`config.mk`:
```
export PLATFORM = sky130hd
export DESIGN_NAME = cache_fill_fsm
export DESIGN_NICKNAME = d
export VERILOG_FILES = /design/src/rtl/cache_fill_fsm.sv
export SDC_FILE = /design/constraint.sdc
export NUM_CORES = 1
export LEC_CHECK = 0
export BUFFER_PORTS_ARGS = -buffer_cell sky130_fd_sc_hd__buf_2
export CAP_MARGIN = 25
export CORE_MARGIN = 8
export CORE_UTILIZATION = 35
export CTS_CLUSTER_SIZE = 30
export DETAILED_ROUTE_END_ITERATION = 12
export PLACE_DENSITY = 0.85
export SYNTH_ARGS = -nofsm -noshare
export SYNTH_HDL_FRONTEND = slang
export SYNTH_SLANG_ARGS = --single-unit
```
`constraint.sdc`:
```
create_clock -name clk -period 1.5 [get_ports clk]
set_input_delay 0.3 -clock clk [delete_from_list [all_inputs] [get_ports clk]]
set_output_delay 0.3 -clock clk [all_outputs]
set_load 0.05 [all_outputs]
```
`src/rtl/cache_fill_fsm.sv`:
```
// Cache miss handler: streams one 16-byte block from memory1c into the data array, then writes the tag.
// Latency: fill starts the edge after a miss; stall lasts WORDS_PER_BLOCK+1 cycles.
// Backpressure: none accepted; the pipeline is held via fsm_busy until the tag is written.
module cache_fill_fsm #(
    parameter int ADDR_WIDTH      = 16,
    parameter int WORDS_PER_BLOCK = 8
) (
    input  logic                               clk,
    input  logic                               rst,
    input  logic                               miss_detected,
    input  logic [ADDR_WIDTH-1:0]              miss_address,
    input  logic [15:0]                        mem_data_out,
    output logic [ADDR_WIDTH-1:0]              mem_addr,
    output logic                               mem_enable,
    output logic                               mem_wr,
    output logic                               fsm_busy,
    output logic                               write_data_array,
    output logic [$clog2(WORDS_PER_BLOCK)-1:0] word_sel,
    output logic [15:0]                        cache_data,
    output logic                               write_tag_array
);

    localparam int CW  = $clog2(WORDS_PER_BLOCK);
    localparam int OFF = CW + 1;
    localparam logic [ADDR_WIDTH-1:0] OFF_MASK = ADDR_WIDTH'((1 << OFF) - 1);
    localparam logic [CW-1:0] LAST_WORD = CW'(WORDS_PER_BLOCK - 1);

    typedef enum logic [1:0] {
        IDLE = 2'd0,
        FILL = 2'd1,
        TAG  = 2'd2
    } state_t;

    state_t                  state;
    logic [CW-1:0]           cnt;
    logic [ADDR_WIDTH-1:0]   base;

    always_ff @(posedge clk) begin
        if (rst) begin
            state <= IDLE;
            cnt   <= '0;
            base  <= '0;
        end else begin
            case (state)
                IDLE: begin
                    if (miss_detected) begin
                        base  <= miss_address & ~OFF_MASK;
                        cnt   <= '0;
                        state <= FILL;
                    end
                end
                FILL: begin
                    if (cnt == LAST_WORD) begin
                        cnt   <= '0;
                        state <= TAG;
                    end else begin
                        cnt <= cnt + CW'(1);
                    end
                end
                TAG:     state <= IDLE;
                default: state <= IDLE;
            endcase
        end
    end

    logic in_fill;
    assign in_fill = (state == FILL);

    // Block offset is OR-ed into cleared low bits, so the walk can never carry into the tag.
    assign mem_addr         = in_fill ? (base | {{(ADDR_WIDTH-OFF){1'b0}}, cnt, 1'b0}) : '0;
    assign mem_enable       = in_fill;
    assign mem_wr           = 1'b0;
    assign fsm_busy         = in_fill || (state == TAG);
    assign write_data_array = in_fill;
    assign word_sel         = in_fill ? cnt : '0;
    assign cache_data       = in_fill ? mem_data_out : 16'h0000;
    assign write_tag_array  = (state == TAG);

endmodule
```
# Yosys cells after proc, flatten, opt, wreduce, memory -nomap -nowiden
# Index checks and enable logic that the tools add are counted.
[classes] mul=0 div=0 n_eq_ne=5 n_bitwise=1 n_shift=0 n_reduce_logical=6 n_addsub=1 muxes=9 n_lt_le_gt_ge=0
[op_table] cell="$mux W16" n=2
[op_table] cell="$or A16 B4 Y16" n=1
[op_table] cell="$mux W3" n=3
[op_table] cell="$pmux W3 S2" n=1
[op_table] cell="$reduce_and A2 Y1" n=3
[op_table] cell="$mux W2" n=2
[op_table] cell="$pmux W2 S2" n=1
[op_table] cell="$add A3 B1 Y3 const B" n=1
[op_table] cell="$eq A3 B3 Y1 const B" n=1
[op_table] cell="$eq A2 B1 Y1 const B" n=1
[op_table] cell="$eq A2 B2 Y1 const B" n=1
[op_table] cell="$logic_not A2 Y1" n=1
[op_table] cell="$ne A2 B1 Y1 const B" n=1
[op_table] cell="$ne A2 B2 Y1 const B" n=1
[op_table] cell="$reduce_bool A2 Y1" n=1
[op_table] cell="$logic_or A1 B1 Y1" n=1
[word_totals] regBits=17 mem_bits_ro=0 out_inout_bits=40 wordCells=25 ram_bits=0 mem_count=0 latchBits=0 in_bits=35

# Depth between registers and ports, before layout
[logic_depth] word_depth=3 ltp_mapped=6

# Least setup slack after synthesis
# Ideal clock, no wire load.
[synth_path] path_kind="register to output" from="reg state[1]" to="out word_sel[2]" setup_slack_ps=-859 arrival_ps=2059 n_path_buf=3 stages_incl_launch_ff=7 cell_sequence="dfxtp_1 > inv_1 > ha_1 > buf_6 > clkbuf_1 > and2_1 > buf_4"
[synth_between] elab_chain_cells=2
[synth_rtl] item="start, declared" line="34" source="state_t state;"
[synth_rtl] item="start signal, assigned" line="40" source="state <= IDLE;"
[synth_rtl] item="start signal, assigned" line="49" source="state <= FILL;"
[synth_rtl] item="start signal, assigned" line="55" source="state <= TAG;"
[synth_rtl] item="$eq A2 B1 Y1" line="67" source="assign in_fill = (state == FILL);"
[synth_rtl] item="via mem_enable" line="14" source="output logic mem_enable,"
[synth_rtl] item="$mux W3" line="75" source="assign word_sel = in_fill ? cnt : '0;"
[synth_rtl] item="end, declared" line="18" source="output logic [$clog2(WORDS_PER_BLOCK)-1:0] word_sel,"
# The timed path passes the listed nets, and every way through them passes these cells.

# Worst setup path in the final report
[layout_path] from="reg state[1]" to="out mem_addr[5]"
[layout_between] elab_chain_cells=2
[layout_rtl] item="$eq A2 B1 Y1" line="67"
[layout_rtl] item="$mux W16" line="70" source="assign mem_addr = in_fill ? (base | {{(ADDR_WIDTH-OFF){1'b0}}, cnt, 1'b0}) : '0;"
[layout_rtl] item="end, declared" line="13" source="output logic [ADDR_WIDTH-1:0] mem_addr,"
# Every way passes these cells.

==> summary.md <==
| Metric | Value |
|---|---|
| Largest net degree at the start of global routing | `28` |
| Clock Root Buffer | `clkbuf_4` |
| Critical Path Slowest Stage Cell | `dfxtp_2` |
| Crit path buf inv count | `3` |
| Crit-path leading delay family | `buffers and inverters` |
| Layout cells sized above 1 | `62.31%` |
| Core area | `2734 sq um` |
| Total of max-cap violations | `0` |
| Crit path DAT | `about 1.4 ns` |
| CTS Buf Count | `3` |
| Synthesized cell area | `998.5 sq um` |
| DR WL/cell | `15.20 um` |
| GRT Resource Usage Total | `12.38%` |
| Die W | `69.41 um` |
| Fin crit period | `1.683 ns` |
| Netlist cell types | `24` |
| Total power | `approximately 1.6 mW` |
| First-pass GRT wire length | `5.057 mm` |
| Final layout net count | `241` |
| Reg clk slew, reported paths | `0.11 ns` |
| Die area | `around 4800 sq um` |
| Achievable clock frequency | `~590 MHz` |
| Clock sink count | `17` |
| Pwr Density | `899.9 nW/um^2` |
| Row count | `19` |
| Sequential share of the synthesized area | `between 30% and 40%` |
| Ant diodes | `0` |
| Starting Density | `36.52%` |
| Number of global-route vias before repair | `1029` |
| Hold Crit Class | `in -> reg` |
| Yosys reg bits | `17` |
| Iteration-0 DRC Markers | `41` |
| Synth top area share | `34.09%` |
| Count of warnings emitted by yosys | `0` |
| Total Routed Length | `3.495 mm` |
| Vias | `1059` |
| Gr ovfl total | `0` |
| RSZ-0062 raised after global routing | `true` |
| Peak supply drop | `808.5 uV` |
| Final RePlAce weighted congestion | `0.7629` |
| H-tree depth | `1` |
| Type of origin of the critical path | `flop` |
| Critical path cell sequence | `inv_2, ha_4, clkbuf_16, and2_2, buf_6` |
| Ranking of synthesized cells by area | `dfxtp_1, and2_1, nand2_1` |
| Crit path required time | `1.20 ns` |
| Ports | `75` |
| Post-DP HPWL | `around 2.3 mm` |
| Routed Antenna Nets | `0` |
| Area delta synth->final | `83.08%` |
| I/O Buffers | `68` |
| Failing checks | `negative setup slack` |
| Period utilization | `112.2%` |
| Initial antenna violation count | `0` |
| Outcome | `complete, but fails checks` |
| Fin Clk Skew | `0.01605 ns` |
| CTS tree | `built` |
| Via-to-Cell Ratio | `4.604` |
| Max stage delay on crit path | `0.35 ns` |
| Die Ht | `69.41 um` |
| CP max FO | `9` |
| Hold Vio Cnt, Final | `0` |
| Post-place setup slack | `0.08545 ns` |
| Clk buf depth | `2` |
| Critical path class | `reg -> out` |
| Worst-skew pair later-pin latency | `between 0.3 and 0.4 ns` |
| Syn_area_per_cell | `7.740 sq um` |
| DRC | `0` |
| Synth area leader | `dfxtp_1` |
| Hold buffer count at CTS | `0` |
| Inst Count DP | `220` |
| Hold slack | `0.2147 ns` |
| Mapped Cells | `129` |
| Pre-antenna DRT Iters | `6` |
| LEAKAGE | `0.8676 nW` |
| Nature of the critical path endpoint | `primary output` |
| Final WS setup | `-0.1833 ns` |
| Max-slew violations | `0` |
| Non-Filler Instances | `230` |
| Final Setup Violations | `35` |
flip-flops by register name (all words and copies together) (netlist names):
| signal | cells |
|---|---|
| state | 2 |
| cnt | 3 |
| base | 12 |
kinds of logic after synthesis:
kind of cell               Yosys count  synth area share [%]
buffers and inverters               16                 9.648
AOI/OAI and AO/OA                   19                 10.28
adders and majority gates            6                 7.519
other                                1                0.3756
DFF                                 17                 34.09
and+or+nand+nor                     68                 36.09
muxes                                2                 2.005
metal layers:
metal,wire length (um),global-route usage [%]
met1,1248,12.04
met2,1982,24.08
met3,235,4.721
met4,29,2.050
met5,0,0
worst paths after layout:
kind | from | to | slack [ns] | cells past startpoint
min reg2reg | base[8] | base[8] | 0.45 | 2
max | state[1] | mem_addr[5] | -0.18 | 5
max reg2reg | state[1] | cnt[0] | -0.01 | 7
min | miss_address[14] | base[14] | 0.21 | 3
power by group:
group	internal (mW)	leakage (nW)	total, mW	switching, mW
clock network	0.0997	0.0177	0.252	0.152
logic	0.372	0.709	0.880	0.508
registers	0.491	0.140	0.513	0.0224
total	0.962	0.868	1.65	0.683
stage by stage:
stage	area (sq um)	utilization, %	TNS [ns]
after global routing	1828	66.87	-7.246
final	1828	66.87	-4.976
after detailed placement	1401	51.26	0
after global placement	1401	51.26	0
after CTS	1694	61.97	-4.852
after floorplan	1104	-	-2.098
worst reg2reg max path, cell delays in order, from the launching register on:
cell       delay [ns]
dfxtp_2          0.33
inv_2            0.07
ha_4             0.18
clkbuf_16        0.16
buf_4            0.13
nand2b_4         0.06
or3_1            0.38
a21oi_2          0.15
Yosys cell counts, drive strengths merged:
library cell,number
inv,2
nor2b,2
or2,1
and2,32
o21ai,1
conb,1
clkbuf,4
nand3,1
buf,10
a21oi,16
ha,6
nor2,2
nand2b,2
or3,1
a32oi,2
dfxtp,17
mux2i,2
nand2,26
nor3,1
timing repair:
action | 4_1_cts | 5_1_grt
pin swaps | 0 | 1
setup buffers | 1 | 4
gates cloned | 0 | 1
resized for setup | 84 | 24
setup endpoints to repair | 37 | 40
layout make-up:
type	count	area [sq um]
Fill cell	201	905.9
Timing Repair Buffer	79	754.5
Multi-Input combinational cell	97	654.4
Sequential cell	17	345.3
Tap cell	31	38.79
Clock buffer	3	22.52
Inverter	2	7.507
Clock inverter	1	5.005
cells in the final DEF (no fill, tap or decap), types with 2 or more instances in the layout:
master and count:
buf_2 30, nand2_1 25, buf_6 23, and2_2 20, buf_8 16, a21oi_1 15, dfxtp_1 15, and2_4 11
buf_4 8, ha_1 4, clkbuf_4 3, inv_2 2, nor2b_1 2, a32oi_1 2, mux2i_1 2, nor2_1 2
ha_4 2, conb_1 2
Power figures use the tool's default switching activity.
